**config.mk**
```make
export PLATFORM = sky130hd
export DESIGN_NAME = aco_pheromone_table
export DESIGN_NICKNAME = d
export VERILOG_FILES = /design/src/rtl/aco_pheromone_table_pkg.sv /design/src/rtl/aco_pheromone_table_arbiter.sv /design/src/rtl/aco_pheromone_table.sv
export SDC_FILE = /design/constraint.sdc
export NUM_CORES = 2
export LEC_CHECK = 0
export ABC_CLOCK_PERIOD_IN_PS = 12350
export CORE_MARGIN = 2
export CORE_UTILIZATION = 54
export DETAILED_ROUTE_END_ITERATION = 8
export PLACE_DENSITY = 0.73
export SYNTH_ARGS = -nofsm -noshare
export SYNTH_HDL_FRONTEND = slang
export SYNTH_SLANG_ARGS = --single-unit
```
**constraint.sdc**
```tcl
create_clock -name clk -period 12.35 [get_ports clk]
set_input_delay 1.8525 -clock clk [delete_from_list [all_inputs] [get_ports clk]]
set_output_delay 1.8525 -clock clk [all_outputs]
set_load 0.01 [all_outputs]
```
**src/rtl/aco_pheromone_table_pkg.sv**
```systemverilog
// Shared constants, state encoding and deposit-level rule for the ACO pheromone table.
package aco_pheromone_table_pkg;

    localparam int DEF_X_NODES     = 4;
    localparam int DEF_Y_NODES     = 4;
    localparam int DEF_NODES       = DEF_X_NODES * DEF_Y_NODES;
    localparam int DEF_ROW_W       = $clog2(DEF_NODES);
    localparam int DEF_N           = 5;
    localparam int DEF_EVAP_PERIOD = 64;
    localparam int DEF_EVAP_STEP   = 1;

    localparam int PH_W    = 8;
    localparam int PH_MIN  = 0;
    localparam int PH_MAX  = 255;
    localparam int PH_INIT = 128;

    typedef enum logic [1:0] {
        ST_INIT = 2'd0,
        ST_RUN  = 2'd1,
        ST_EVAP = 2'd2
    } state_t;

    // Reinforcement strength from the ant's residual pheromone p and hop count m.
    // A zero hop count with any residual is treated as the strongest deposit.
    function automatic logic [2:0] deposit_level(input logic [6:0] p, input logic [6:0] m);
        logic [6:0] m2;
        logic [6:0] m3;
        m2 = m << 1;
        m3 = m2 + m;
        if (p > m3)
            return 3'd4;
        else if (p > m2)
            return 3'd3;
        else if (p > m)
            return 3'd2;
        else if (p != 7'd0)
            return 3'd1;
        else
            return 3'd0;
    endfunction

endpackage

```
**src/rtl/aco_pheromone_table_arbiter.sv**
```systemverilog
// N-way round-robin arbiter: one-hot combinational grant, pointer advances past the winner.
module aco_rr_arbiter #(
    parameter int  N  = 5,
    localparam int PW = (N > 1) ? $clog2(N) : 1
) (
    input  logic         clk,
    input  logic         reset,
    input  logic         en,
    input  logic [0:N-1] req,
    output logic [0:N-1] grant
);

    logic [PW-1:0] ptr;
    logic [PW-1:0] win;
    logic          found;

    always_comb begin
        logic [PW-1:0] idx;
        grant = '0;
        win   = '0;
        found = 1'b0;
        for (int off = 0; off < N; off++) begin
            idx = PW'((int'(ptr) + off) % N);
            if (en && !found && req[idx]) begin
                grant[idx] = 1'b1;
                win        = idx;
                found      = 1'b1;
            end
        end
    end

    always_ff @(posedge clk or posedge reset) begin
        if (reset)
            ptr <= '0;
        else if (found)
            ptr <= (win == PW'(N - 1)) ? '0 : win + 1'b1;
    end

endmodule

```
**src/rtl/aco_pheromone_table.sv**
```systemverilog
// Per-router pheromone table: N lookup ports, arbitrated saturating deposits,
// an init sweep after reset and a periodic evaporation sweep.
module aco_pheromone_table
    import aco_pheromone_table_pkg::*;
#(
    parameter int  X_NODES     = DEF_X_NODES,
    parameter int  Y_NODES     = DEF_Y_NODES,
    parameter int  N           = DEF_N,
    parameter int  EVAP_PERIOD = DEF_EVAP_PERIOD,
    parameter int  EVAP_STEP   = DEF_EVAP_STEP,
    localparam int NODES       = X_NODES * Y_NODES,
    localparam int XW          = $clog2(X_NODES),
    localparam int YW          = $clog2(Y_NODES),
    localparam int RW          = $clog2(NODES)
) (
    input  logic                          clk,
    input  logic                          reset,
    input  logic [0:N-1]                  i_rd_valid,
    input  logic [0:N-1][XW-1:0]          i_rd_x_dest,
    input  logic [0:N-1][YW-1:0]          i_rd_y_dest,
    output logic [0:N-1]                  o_rd_valid,
    output logic [0:N-1][0:N-2][PH_W-1:0] o_rd_ph,
    input  logic [0:N-1]                  i_upd_valid,
    output logic [0:N-1]                  o_upd_ready,
    input  logic [0:N-1][XW-1:0]          i_upd_x_dest,
    input  logic [0:N-1][YW-1:0]          i_upd_y_dest,
    input  logic [0:N-1][2:0]             i_upd_col,
    input  logic [0:N-1][4:0]             i_upd_ph_value,
    input  logic [0:N-1][RW-1:0]          i_upd_num_mem,
    output logic                          o_upd_err,
    output logic [1:0]                    o_state
);

    localparam int C  = N - 1;
    localparam int TW = (EVAP_PERIOD > 1) ? $clog2(EVAP_PERIOD) : 1;

    typedef logic [PH_W-1:0] ph_t;
    typedef logic [PH_W:0]   ext_t;
    typedef ph_t [0:C-1]     row_t;

    row_t                 tbl [NODES];
    state_t               state;
    logic [RW-1:0]        cnt;
    logic [TW-1:0]        timer;
    logic [0:N-1]         grant;
    logic                 gnt_any;
    logic                 col_ok;
    logic                 rd_en;
    logic [0:N-1][RW-1:0] rd_row;
    logic [RW-1:0]        upd_row;
    logic [2:0]           upd_col;
    logic [4:0]           upd_p;
    logic [RW-1:0]        upd_m;
    logic [2:0]           dep;
    logic                 wr_en;
    logic [RW-1:0]        wr_idx;
    row_t                 wr_row;

    function automatic logic [RW-1:0] row_idx(input logic [XW-1:0] x, input logic [YW-1:0] y);
        return RW'(y) * RW'(X_NODES) + RW'(x);
    endfunction

    function automatic ph_t sat_add(input ph_t e, input ext_t d);
        ext_t s;
        s = {1'b0, e} + d;
        return (s >= ext_t'(PH_MAX)) ? ph_t'(PH_MAX) : s[PH_W-1:0];
    endfunction

    // A borrow out of the extra top bit means the entry went below zero.
    function automatic ph_t sat_sub(input ph_t e, input ext_t d);
        ext_t s;
        s = {1'b0, e} - d;
        return (s[PH_W] || s[PH_W-1:0] <= ph_t'(PH_MIN)) ? ph_t'(PH_MIN) : s[PH_W-1:0];
    endfunction

    aco_rr_arbiter #(.N(N)) u_arb (
        .clk   (clk),
        .reset (reset),
        .en    (state == ST_RUN),
        .req   (i_upd_valid),
        .grant (grant)
    );

    assign o_upd_ready = grant;
    assign gnt_any     = |grant;
    assign rd_en       = (state != ST_INIT);
    assign o_state     = state;

    always_comb begin
        rd_row = '0;
        for (int i = 0; i < N; i++)
            rd_row[i] = row_idx(i_rd_x_dest[i], i_rd_y_dest[i]);
    end

    always_comb begin
        upd_row = '0;
        upd_col = '0;
        upd_p   = '0;
        upd_m   = '0;
        for (int k = 0; k < N; k++) begin
            if (grant[k]) begin
                upd_row = row_idx(i_upd_x_dest[k], i_upd_y_dest[k]);
                upd_col = i_upd_col[k];
                upd_p   = i_upd_ph_value[k];
                upd_m   = i_upd_num_mem[k];
            end
        end
    end

    assign dep    = deposit_level(7'(upd_p), 7'(upd_m));
    assign col_ok = (upd_col < 3'(C));

    // Only one row is written per cycle: the sweep row, or the granted update row in RUN.
    always_comb begin
        wr_en  = 1'b0;
        wr_idx = cnt;
        wr_row = tbl[cnt];
        case (state)
            ST_INIT: begin
                wr_en  = 1'b1;
                wr_row = {C{ph_t'(PH_INIT)}};
            end
            ST_EVAP: begin
                wr_en = 1'b1;
                for (int c = 0; c < C; c++)
                    wr_row[c] = sat_sub(tbl[cnt][c], ext_t'(EVAP_STEP));
            end
            ST_RUN: begin
                if (gnt_any && col_ok) begin
                    wr_en  = 1'b1;
                    wr_idx = upd_row;
                    for (int c = 0; c < C; c++)
                        wr_row[c] = (upd_col == 3'(c)) ? sat_add(tbl[upd_row][c], ext_t'(dep))
                                                        : sat_sub(tbl[upd_row][c], ext_t'(dep));
                end
            end
            default: ;
        endcase
    end

    always_ff @(posedge clk) begin
        if (wr_en)
            tbl[wr_idx] <= wr_row;
    end

    always_ff @(posedge clk or posedge reset) begin
        if (reset) begin
            state      <= ST_INIT;
            cnt        <= '0;
            timer      <= '0;
            o_rd_valid <= '0;
            o_rd_ph    <= '0;
            o_upd_err  <= 1'b0;
        end else begin
            o_upd_err <= gnt_any && !col_ok;
            // Reads see the table as it was before this edge's write.
            for (int i = 0; i < N; i++) begin
                o_rd_valid[i] <= i_rd_valid[i] && rd_en;
                if (i_rd_valid[i] && rd_en)
                    o_rd_ph[i] <= tbl[rd_row[i]];
            end
            case (state)
                ST_INIT: begin
                    if (cnt == RW'(NODES - 1)) begin
                        state <= ST_RUN;
                        cnt   <= '0;
                    end else begin
                        cnt <= cnt + 1'b1;
                    end
                end
                ST_RUN: begin
                    if (EVAP_PERIOD != 0 && timer == TW'(EVAP_PERIOD - 1)) begin
                        state <= ST_EVAP;
                        timer <= '0;
                        cnt   <= '0;
                    end else begin
                        timer <= timer + 1'b1;
                    end
                end
                ST_EVAP: begin
                    if (cnt == RW'(NODES - 1)) begin
                        state <= ST_RUN;
                        cnt   <= '0;
                    end else begin
                        cnt <= cnt + 1'b1;
                    end
                end
                default: begin
                    state <= ST_INIT;
                    cnt   <= '0;
                end
            endcase
        end
    end

endmodule
```
==> qor.yml <==
cts_buffer_depth: 3
max_slew.worst_pin.slew_ns: 1.406
clock.fmax_mhz: 86.99
grt_start_max_net_pins: 96
critical_path.endpoint_type: "register"
worst_path_largest_cell_delay_ns: 1.04
critPathLaunch: "u_arb.ptr[1]"
start_util: 0.5421
r2r-end: "tbl[10][7]"
gp_congestion: 1.006
wirelength_um: 216400
finClkSkew_ns: 0.03789
cts_htree_levels: 3
io_buffers: 284
route.met3.wl_um: 38710
routed-wl-met2_um: 93300
relSlewSlack: 0.06267
min_period_over_period: 0.9308
yosysUniqueCellTypes: 115
cts_tree: "yes"
syn_to_final_growth_pct: 12.31
setup_ws_ns: 0.8548
synth_warnings: 0
wl_met1_um: 70370
layout_commonest_cell: "mux4_2"
grt_pass1_wl_um: 313800
wl_per_cell_um: 36.37
startpoint_type: "register"
synth.yosys.seq_area_share: 0.3498
top_layer_used: "met5"
layout_min_cycle_time_ns: 11.50
cp_common_cell: "ha_1"
drc: 0
grt_use_total: 0.3997
final_cell_mix: "mux4_2, nand2_1, edfxtp_1, clkdlybuf4s50_1, nand3_1"
syn_nets: 4571
core_mm2: 0.1050
outcome: "finished clean"
cts_root_buf: "clkbuf_16"
rr_worst_depth: 33
finalHoldViolations: 0
avgViaCountPerCell: 7.973
drt_pass1_iterations: 7
detailed_place_hpwl_um: 133800
antenna_found_initial: 4
synthCells: 4384
rsz0062_at_grt: "false"
synth_ff_type: "edfxtp_1"
io-pin-count: 285
clk_pin_slew_ns: 0.06
worstPathArrival_ns: 11.78
setup-tns-final_ns: 0
grt_overflow: 0
worstPathMaxFanout: 28
hold_class: "reg2reg"
maxCapViolations: 0
r2r_setup_slack_ns: 0.85
cts.sink_count: 693
clock_latency_ns: 0.69
drtAntennaViolNets: 0
synth_seq_cells: 693
drt_iter0_markers: 9089
crit_end: "tbl[10][7]"
die_h_um: 328.6
slowest_stage: "o221ai_1"
reg2reg_from: "u_arb.ptr[1]"
cts_buffers: 80
vias: 47438
dieArea_mm2: 0.1080
path_class: "reg2reg"
cts_hold_buffers: 0
pre_cts_slack_ns: 0.4096
setup_viol: 0
final_max_slew_viol_count: 0
row_count: 119
grt_pass1_vias: 45766
avgSynthCellArea_um2: 12.98
fp.dieW_um: 328.6
synth_area_mm2: 0.05691
nets: 4676
async_flop_share: 0.2612
drive_above_1_share: 0.2957
crit_required_ns: 12.64
synth-edff-count: 512
[cell families after synthesis]
group                      Yosys count  share of synthesized area
buffers and inverters              478                    0.03487
AOI/OAI and AO/OA                  527                    0.06847
DFF                                693                     0.3498
xor gates and xnor gates            55                   0.008839
muxes                             1120                     0.4082
adders and majority gates           75                    0.01675
and+or+nand+nor                   1436                     0.1131
[worst min path at each step]
stage | startpoint | to | cells past startpoint
2_1_floorplan | timer[4] | timer[4] | 1
3_3_place_gp | timer[4] | timer[4] | 1
3_5_place_dp | o_rd_ph[146] | o_rd_ph[146] | 2
4_1_cts | o_rd_ph[146] | o_rd_ph[146] | 2
5_1_grt | o_rd_ph[130] | o_rd_ph[130] | 2
6_report | o_rd_ph[130] | o_rd_ph[130] | 2
[Yosys cell counts, types with 17 or more instances]
master / instances / area, um^2
xnor2_1: 41 / 359.1
buf_2: 50 / 250.2
inv_1: 92 / 345.3
a32oi_1: 19 / 166.4
a21oi_1: 87 / 435.4
mux2i_1: 156 / 1562
mux4_2: 960 / 21620
nand3_1: 215 / 1076
and3_1: 37 / 231.5
nand4_1: 19 / 118.9
ha_1: 73 / 913.4
dfrtp_1: 181 / 4529
buf_1: 100 / 375.4
edfxtp_1: 512 / 15370
nand2_1: 868 / 3258
a311oi_1: 17 / 148.9
a31oi_1: 18 / 112.6
o21ai_0: 90 / 450.4
nor2_1: 112 / 420.4
nor2b_1: 21 / 131.4
o211ai_1: 23 / 172.7
a41oi_1: 17 / 148.9
clkbuf_1: 207 / 777.0
a22oi_1: 20 / 150.1
nor3_1: 38 / 190.2
a211oi_1: 25 / 187.7
[critical path, delay by kind of cell, from the launching register on]
kind,cells,cell delay [ns]
flops,1,0.53
buf+inv,6,1.49
compound gates,13,4.69
fa+ha+maj,5,1.67
simple gates,9,2.69
[final cells by class]
type / instances / area, um^2
clock buffers: 97 / 2127
repair buffers: 402 / 3766
multi-input cells: 3213 / 35270
flip-flops and latches: 693 / 19910
fillers: 7828 / 41060
well taps: 1391 / 1740
inverters: 99 / 379.1
clock inverters: 52 / 710.7
diodes: 3 / 7.507
[per-stage QoR]
step,hold WS (ns),util,instance area (um^2),std cells
global placement,0.4541,0.5807,60960,5792
floorplan,0.4388,-,56910,4384
detailed placement,0.4613,0.5807,60960,5792
CTS,0.4759,0.6078,63800,5941
global route,0.4986,0.6088,63900,5947
finish,0.4711,0.6089,63910,5950
[state kept, by name, indices dropped and copies added, names as in the netlist]
signal,count
u_arb.ptr,3
o_rd_valid,5
o_state,2
timer,6
o_rd_ph,160
o_upd_err,1
tbl,512
cnt,4
[timing repair]
| item | CTS | global route |
|---|---|---|
| buffers inserted | 0 | 6 |
| resized for setup | 0 | 8 |
| setup endpoints to repair | 0 | 204 |
[per-layer routing]
layer	track usage	vias to the layer above
met5	0	-
met4	0.2140	8
met3	0.1769	947
met2	0.5727	4849
met1	0.5129	23517
li1	-	18117
Power is not shown: default switching activity piles up to over one toggle a cycle in this logic, so the estimate is an artifact.
